### config.mk
export PLATFORM = sky130hd
export DESIGN_NAME = accum_writeback_ctrl
export DESIGN_NICKNAME = d
export VERILOG_FILES = /design/src/rtl/accum_writeback_ctrl.sv
export SDC_FILE = /design/constraint.sdc
export NUM_CORES = 2
export LEC_CHECK = 0
export ABC_AREA = 1
export ABC_CLOCK_PERIOD_IN_PS = 9150
export CAP_MARGIN = 10
export CORE_AREA = 3 3 318 320
export CTS_CLUSTER_DIAMETER = 50
export DETAILED_ROUTE_END_ITERATION = 7
export DIE_AREA = 0 0 321 323
export GPL_TIMING_DRIVEN = 0
export PLACE_DENSITY = 0.66
export SYNTH_ARGS = -nofsm -noshare
export SYNTH_HDL_FRONTEND = slang
export SYNTH_SLANG_ARGS = --single-unit
### constraint.sdc
create_clock -name clk -period 9.15 [get_ports clk]
set_input_delay 1.83 -clock clk [delete_from_list [all_inputs] [get_ports clk]]
set_output_delay 1.83 -clock clk [all_outputs]
set_load 0.05 [all_outputs]
### src/rtl/accum_writeback_ctrl.sv
// accum_writeback_ctrl
// Drains the 64-bit word-count counters held in accum_array and streams
// them to host memory through the AXI write master. Counters are read
// one per cycle, packed eight to a 512-bit beat, and sent in page-sized
// bursts. Each burst is announced with a one-cycle ctrl_start and closed
// by the master's ctrl_done.

module accum_writeback_ctrl #(
    parameter int WRITE_PAGESIZE = 4096,
    parameter int RD_LATENCY     = 1
) (
    input  logic         clk,
    input  logic         reset,
    input  logic         kick,
    output logic         busy,
    input  logic [31:0]  num_of_entries,
    input  logic [63:0]  memory_offset,
    output logic [31:0]  accum_raddr,
    output logic         accum_re,
    input  logic [63:0]  accum_rdout,
    output logic         ctrl_start,
    input  logic         ctrl_done,
    output logic [63:0]  ctrl_addr_offset,
    output logic [31:0]  ctrl_xfer_size_in_bytes,
    output logic         m_axis_tvalid,
    input  logic         m_axis_tready,
    output logic [511:0] m_axis_tdata,
    output logic         m_axis_tlast
);

    // Number of 64-bit counters that fit in one burst.
    localparam logic [31:0] PAGE_ENTRIES = 32'(WRITE_PAGESIZE / 8);

    typedef enum logic [2:0] {
        ST_IDLE      = 3'd0,
        ST_PAGE      = 3'd1,
        ST_FETCH     = 3'd2,
        ST_SEND      = 3'd3,
        ST_WAIT_DONE = 3'd4
    } state_t;

    state_t state_r;

    // Job and page bookkeeping.
    logic [31:0] rest_r;        // entries not yet assigned to a page
    logic [63:0] addr_r;        // byte address of the next page
    logic [31:0] rd_ptr_r;      // next accum_array address to read
    logic [31:0] page_left_r;   // entries of the current page not yet read
    logic [31:0] page_beats_r;  // beats in the current page
    logic [31:0] beat_cnt_r;    // beats of the current page already sent
    logic        done_seen_r;   // ctrl_done arrived before WAIT_DONE
    logic [3:0]  lane_issue_r;  // reads issued into the beat being packed (0..8)
    logic [2:0]  accum_lane_r;  // pack lane of the read currently on accum_re

    // Read-return tracking: one stage per cycle of accum_array latency.
    logic [RD_LATENCY-1:0] re_pipe_r;
    logic [2:0]            lane_pipe_r [RD_LATENCY];

    // Derived per-page quantities and fetch/capture controls.
    logic [31:0] pe_s;
    logic [31:0] page_beats_s;
    logic        can_issue_s;
    logic        fetch_done_s;
    logic        capture_s;
    logic [2:0]  capture_lane_s;
    logic        last_beat_s;

    // Entries in the next page: whatever remains, capped at one page.
    always_comb begin
        if (rest_r < PAGE_ENTRIES) begin
            pe_s = rest_r;
        end else begin
            pe_s = PAGE_ENTRIES;
        end
    end

    // Beat count of the next page and the fetch/capture handshakes.
    always_comb begin
        // pe_s never exceeds one page, so the +7 cannot overflow.
        page_beats_s   = (pe_s + 32'd7) >> 3;
        can_issue_s    = (lane_issue_r < 4'd8) && (page_left_r != 32'd0);
        capture_s      = re_pipe_r[RD_LATENCY-1];
        capture_lane_s = lane_pipe_r[RD_LATENCY-1];
        // Done only when nothing is left to issue, nothing is on the bus
        // and nothing is still in flight through the read latency.
        fetch_done_s   = !can_issue_s && !accum_re &&
                         (re_pipe_r == {RD_LATENCY{1'b0}});
        last_beat_s    = (beat_cnt_r == (page_beats_r - 32'd1));
    end

    // Delay line that marks when each issued read's data is on accum_rdout.
    always_ff @(posedge clk or negedge reset) begin
        if (!reset) begin
            re_pipe_r <= {RD_LATENCY{1'b0}};
            for (int i = 0; i < RD_LATENCY; i++) begin
                lane_pipe_r[i] <= 3'd0;
            end
        end else begin
            re_pipe_r[0]   <= accum_re;
            lane_pipe_r[0] <= accum_lane_r;
            for (int i = 1; i < RD_LATENCY; i++) begin
                re_pipe_r[i]   <= re_pipe_r[i-1];
                lane_pipe_r[i] <= lane_pipe_r[i-1];
            end
        end
    end

    // Main controller: job capture, page setup, fetch, send and completion.
    always_ff @(posedge clk or negedge reset) begin
        if (!reset) begin
            state_r                 <= ST_IDLE;
            busy                    <= 1'b0;
            accum_raddr             <= 32'd0;
            accum_re                <= 1'b0;
            ctrl_start              <= 1'b0;
            ctrl_addr_offset        <= 64'd0;
            ctrl_xfer_size_in_bytes <= 32'd0;
            m_axis_tvalid           <= 1'b0;
            m_axis_tdata            <= 512'd0;
            m_axis_tlast            <= 1'b0;
            rest_r                  <= 32'd0;
            addr_r                  <= 64'd0;
            rd_ptr_r                <= 32'd0;
            page_left_r             <= 32'd0;
            page_beats_r            <= 32'd0;
            beat_cnt_r              <= 32'd0;
            done_seen_r             <= 1'b0;
            lane_issue_r            <= 4'd0;
            accum_lane_r            <= 3'd0;
        end else begin
            ctrl_start <= 1'b0;
            accum_re   <= 1'b0;

            // A completion can only belong to a burst that has started, so
            // the flag is cleared whenever a new burst is about to start.
            if ((state_r == ST_IDLE) || (state_r == ST_PAGE)) begin
                done_seen_r <= 1'b0;
            end else if (ctrl_done) begin
                done_seen_r <= 1'b1;
            end else begin
                done_seen_r <= done_seen_r;
            end

            // Returning read data lands in the lane it was issued for.
            if (capture_s) begin
                m_axis_tdata[{capture_lane_s, 6'd0} +: 64] <= accum_rdout;
            end

            case (state_r)
                ST_IDLE: begin
                    if (kick) begin
                        rest_r   <= num_of_entries;
                        addr_r   <= memory_offset;
                        rd_ptr_r <= 32'd0;
                        busy     <= 1'b1;
                        state_r  <= ST_PAGE;
                    end
                end

                ST_PAGE: begin
                    if (rest_r == 32'd0) begin
                        busy    <= 1'b0;
                        state_r <= ST_IDLE;
                    end else begin
                        ctrl_start              <= 1'b1;
                        ctrl_addr_offset        <= addr_r;
                        ctrl_xfer_size_in_bytes <= {page_beats_s[25:0], 6'd0};
                        page_beats_r            <= page_beats_s;
                        page_left_r             <= pe_s;
                        beat_cnt_r              <= 32'd0;
                        lane_issue_r            <= 4'd0;
                        addr_r                  <= addr_r + 64'({page_beats_s, 6'd0});
                        rest_r                  <= rest_r - pe_s;
                        state_r                 <= ST_FETCH;
                    end
                end

                ST_FETCH: begin
                    if (can_issue_s) begin
                        accum_re     <= 1'b1;
                        accum_raddr  <= rd_ptr_r;
                        accum_lane_r <= lane_issue_r[2:0];
                        rd_ptr_r     <= rd_ptr_r + 32'd1;
                        lane_issue_r <= lane_issue_r + 4'd1;
                        page_left_r  <= page_left_r - 32'd1;
                    end else if (fetch_done_s) begin
                        m_axis_tvalid <= 1'b1;
                        m_axis_tlast  <= last_beat_s;
                        state_r       <= ST_SEND;
                    end
                end

                ST_SEND: begin
                    // tdata/tvalid are left untouched until the beat is taken.
                    if (m_axis_tready) begin
                        m_axis_tvalid <= 1'b0;
                        m_axis_tlast  <= 1'b0;
                        m_axis_tdata  <= 512'd0;
                        beat_cnt_r    <= beat_cnt_r + 32'd1;
                        lane_issue_r  <= 4'd0;
                        if (m_axis_tlast) begin
                            state_r <= ST_WAIT_DONE;
                        end else begin
                            state_r <= ST_FETCH;
                        end
                    end
                end

                ST_WAIT_DONE: begin
                    if (done_seen_r || ctrl_done) begin
                        state_r <= ST_PAGE;
                    end
                end

                default: begin
                    busy    <= 1'b0;
                    state_r <= ST_IDLE;
                end
            endcase
        end
    end

endmodule

==> out/results.txt <==
outcome: finished, violations left
failing checks: design-rule violations
Detailed Route WL: 194 mm
Reg clk slew, reported paths: 0.06 ns
vias in the first global route: 39900
Tcrit/Tclk final: 0.586
Pins Over Slew Limit: 0
Synth top area share: 0.517
most frequent cells after synthesis: 866 x nand2_1, 849 x dfrtp_1, 743 x o21ai_0
Final Setup Violations: 0
worst vdd ir: 0.262 mV
Starting Density: 0.417
CTS max path bufs: 3
max_slew headroom: 0.179
HPWL after detailed placement: 152 mm
RSZ-0062 raised after global routing: no
Yosys Warn Count: 0
drt first pass iters: 8
Mapped Cells: 5107
Mean Syn Cell Area: 8.04 um^2
DRT iter0 DRCs: 4806
critical path type: reg -> reg
Yosys cell types: 49
H-tree Lvls: 3
routed vias/inst: 5.64
DRC: 6
HP Class: reg -> reg
asr flop ratio synth: 1.00
GPL Wtd Cong: 1.01
Area Overhead vs Synth: 33.8%
final core area utilization: 0.558
Num CTS Buffers: 113
crit start category: flip-flop
Crit Path Max Fanout: 11
CTS tree: done
initial antenna violation count: 11
row count: 115
Port Buffers: 799
dominant cells by area after synthesis: dfrtp_1 52%, o21ai_0 9.1%, nand2_1 7.9%
Period minus WS final: 5.36 ns
Routed wire per std cell: 26.0 um
Worst Path Arrival: 5.90 ns
die area: 104000 um^2
Fillers: 9306
grt total ovfl: 0
core area: 98400 um^2
Hold Buf Count CTS: 0
Finished Layout Cells: 7450
setup_tns: 0 ns
Total GRT Usage: 0.364
P_leak: 25.4 nW
Most used DFF post-synth: dfrtp_1
Final Hold Vio Count: 0
DRT antenna net count: 0
post-CTS setup buffer count: 0
Final nets: 6259
Power Density: 401 nW/um^2
Vias: 42000
clock sink count: 849
WP data required: 9.69 ns
register bit total from synthesis: 849
most frequent cell after synthesis: nand2_1
Highest Clock Rate: 0.186 GHz
PostCTS Resize Cnt: 0
sequential fraction of the synthesis area: 0.517
crit end category: flip-flop
I/O pins: 810
chip width: 321 um
clock root cell: clkbuf_16
Post-synth EDFFs: 0
actual slew at the worst max-slew pin: 1.23 ns
Synth area leader: dfrtp_1
Worst-Skew Late Latency: 0.72 ns
placed insts: 7228
pin count of the biggest net entering global routing: 116
Mapped Area: 41100 um^2
Max-Cap Viols: 0
first-pass GRT wire length: 276 mm
share of layout cells above drive strength 1: 0.0551
DIE HEIGHT: 323 um
Clock Skews: 0.0438 ns
==> final timing paths <==
kind | startpoint | endpoint | slack, ns | cells after the start
worst max-delay path | capture_lane_s[0]$_DFF_PN0_ | m_axis_tdata[156]$_DFF_PN0_ | 3.79 | 12
worst min-delay path | accum_lane_r[1]$_DFFE_PN0P_ | capture_lane_s[1]$_DFF_PN0_ | 0.38 | 0
worst max register to register | capture_lane_s[0]$_DFF_PN0_ | m_axis_tdata[156]$_DFF_PN0_ | 3.79 | 12
worst min register to register | accum_lane_r[1]$_DFFE_PN0P_ | capture_lane_s[1]$_DFF_PN0_ | 0.38 | 0
max in group asynchronous | reset | m_axis_tdata[297]$_DFF_PN0_ | 5.94 | 4
min in group asynchronous | reset | ctrl_addr_offset[53]$_DFFE_PN0P_ | 1.15 | 1
==> per-stage QoR <==
step	worst slack [ns]	total power, W	instance area [um^2]	hold WS (ns)
CTS	4.04	0.0219	54900	0.383
finish	3.79	0.0220	54900	0.380
global route	3.82	0.0230	54900	0.389
floorplan	5.78	0.0128	41200	0.354
global placement	-33.39	0.0172	50800	0.365
detailed placement	4.01	0.0173	51000	0.369
==> kinds of logic (layout without fill, tap and decap cells) <==
logic type | Yosys count | count (layout) | synth area share
AND/OR/NAND/NOR | 2044 | 2044 | 0.206
adder cells (fa/ha/maj) | 38 | 38 | 0.0118
XOR/XNOR | 89 | 89 | 0.0197
other | 2 | 40 | 0.000183
flip-flops | 849 | 849 | 0.517
buffers and inverters | 745 | 1763 | 0.0735
AO/OA/AOI/OAI | 1340 | 1340 | 0.172
==> state kept, by name, summed over array words and instances (netlist names) <==
name	cells
addr_r	64
capture_s	1
accum_raddr	32
m_axis_tvalid	1
m_axis_tdata	512
accum_re	1
rd_ptr_r	32
page_left_r	32
ctrl_addr_offset	64
m_axis_tlast	1
busy	1
rest_r	32
page_beats_r	29
lane_issue_r	4
accum_lane_r	3
capture_lane_s	3
state_r	3
done_seen_r	1
ctrl_start	1
beat_cnt_r	32
==> where the power goes <==
part | switching (W) | leakage (nW) | internal, W
clock network | 0.00188 | 1.89 | 0.00270
registers | 0.000982 | 11.4 | 0.00504
logic | 0.00823 | 12.1 | 0.00322
total | 0.0111 | 25.4 | 0.0110
==> final cells by class <==
class / count / area [um^2] / share of cell area
Inverter: 437 / 1640 / 0.0299
Antenna cell: 11 / 27.5 / 0.000501
Buffer: 308 / 1380 / 0.0251
Sequential cell: 849 / 21200 / 0.387
Timing Repair Buffer: 807 / 8220 / 0.150
Clock inverter: 67 / 797 / 0.0145
Multi-Input combinational cell: 3540 / 16900 / 0.308
Clock buffer: 144 / 3100 / 0.0565
Tap cell: 1287 / 1610 / 0.0293
==> layer usage <==
layer  global-route usage  vias to the layer above  share of wire
li1                     -                    18800              -
met1                0.461                    20400           0.39
met2                0.562                     2321           0.44
met3               0.0960                      487           0.10
met4                0.217                        2          0.069
met5                    0                        -       0.000067
==> worst max-delay path, cell delays in order, from the launching register on <==
cell,delay (ns)
dfrtp_1,0.42
inv_1,0.16
clkbuf_1,0.55
buf_1,0.64
ha_1,0.25
buf_2,0.29
inv_2,0.06
nor2_1,0.22
nand3_1,0.35
inv_1,0.51
buf_2,0.57
clkbuf_1,0.96
a21oi_1,0.18
==> placed cells by master (no fill, tap or decap), types with 31 or more instances in the layout <==
| cell type | netlist | layout |
|---|---|---|
| xor2_1 | 61 | 61 |
| o21a_1 | 31 | 31 |
| nor3_1 | 146 | 146 |
| nor2_1 | 728 | 728 |
| a21oi_1 | 450 | 450 |
| buf_4 | 36 | 36 |
| clkbuf_1 | 201 | 216 |
| nand4_1 | 76 | 76 |
| dfrtp_1 | 849 | 849 |
| buf_2 | 52 | 52 |
| nand3_1 | 179 | 179 |
| nand2_1 | 866 | 866 |
| o21ai_0 | 743 | 743 |
| ha_1 | 37 | 37 |
| inv_1 | 424 | 424 |
| o31ai_1 | 33 | 33 |
| clkdlybuf4s50_1 | 0 | 798 |
| clkbuf_16 | 0 | 113 |
No activity file was read; power rests on OpenSTA's default activity.
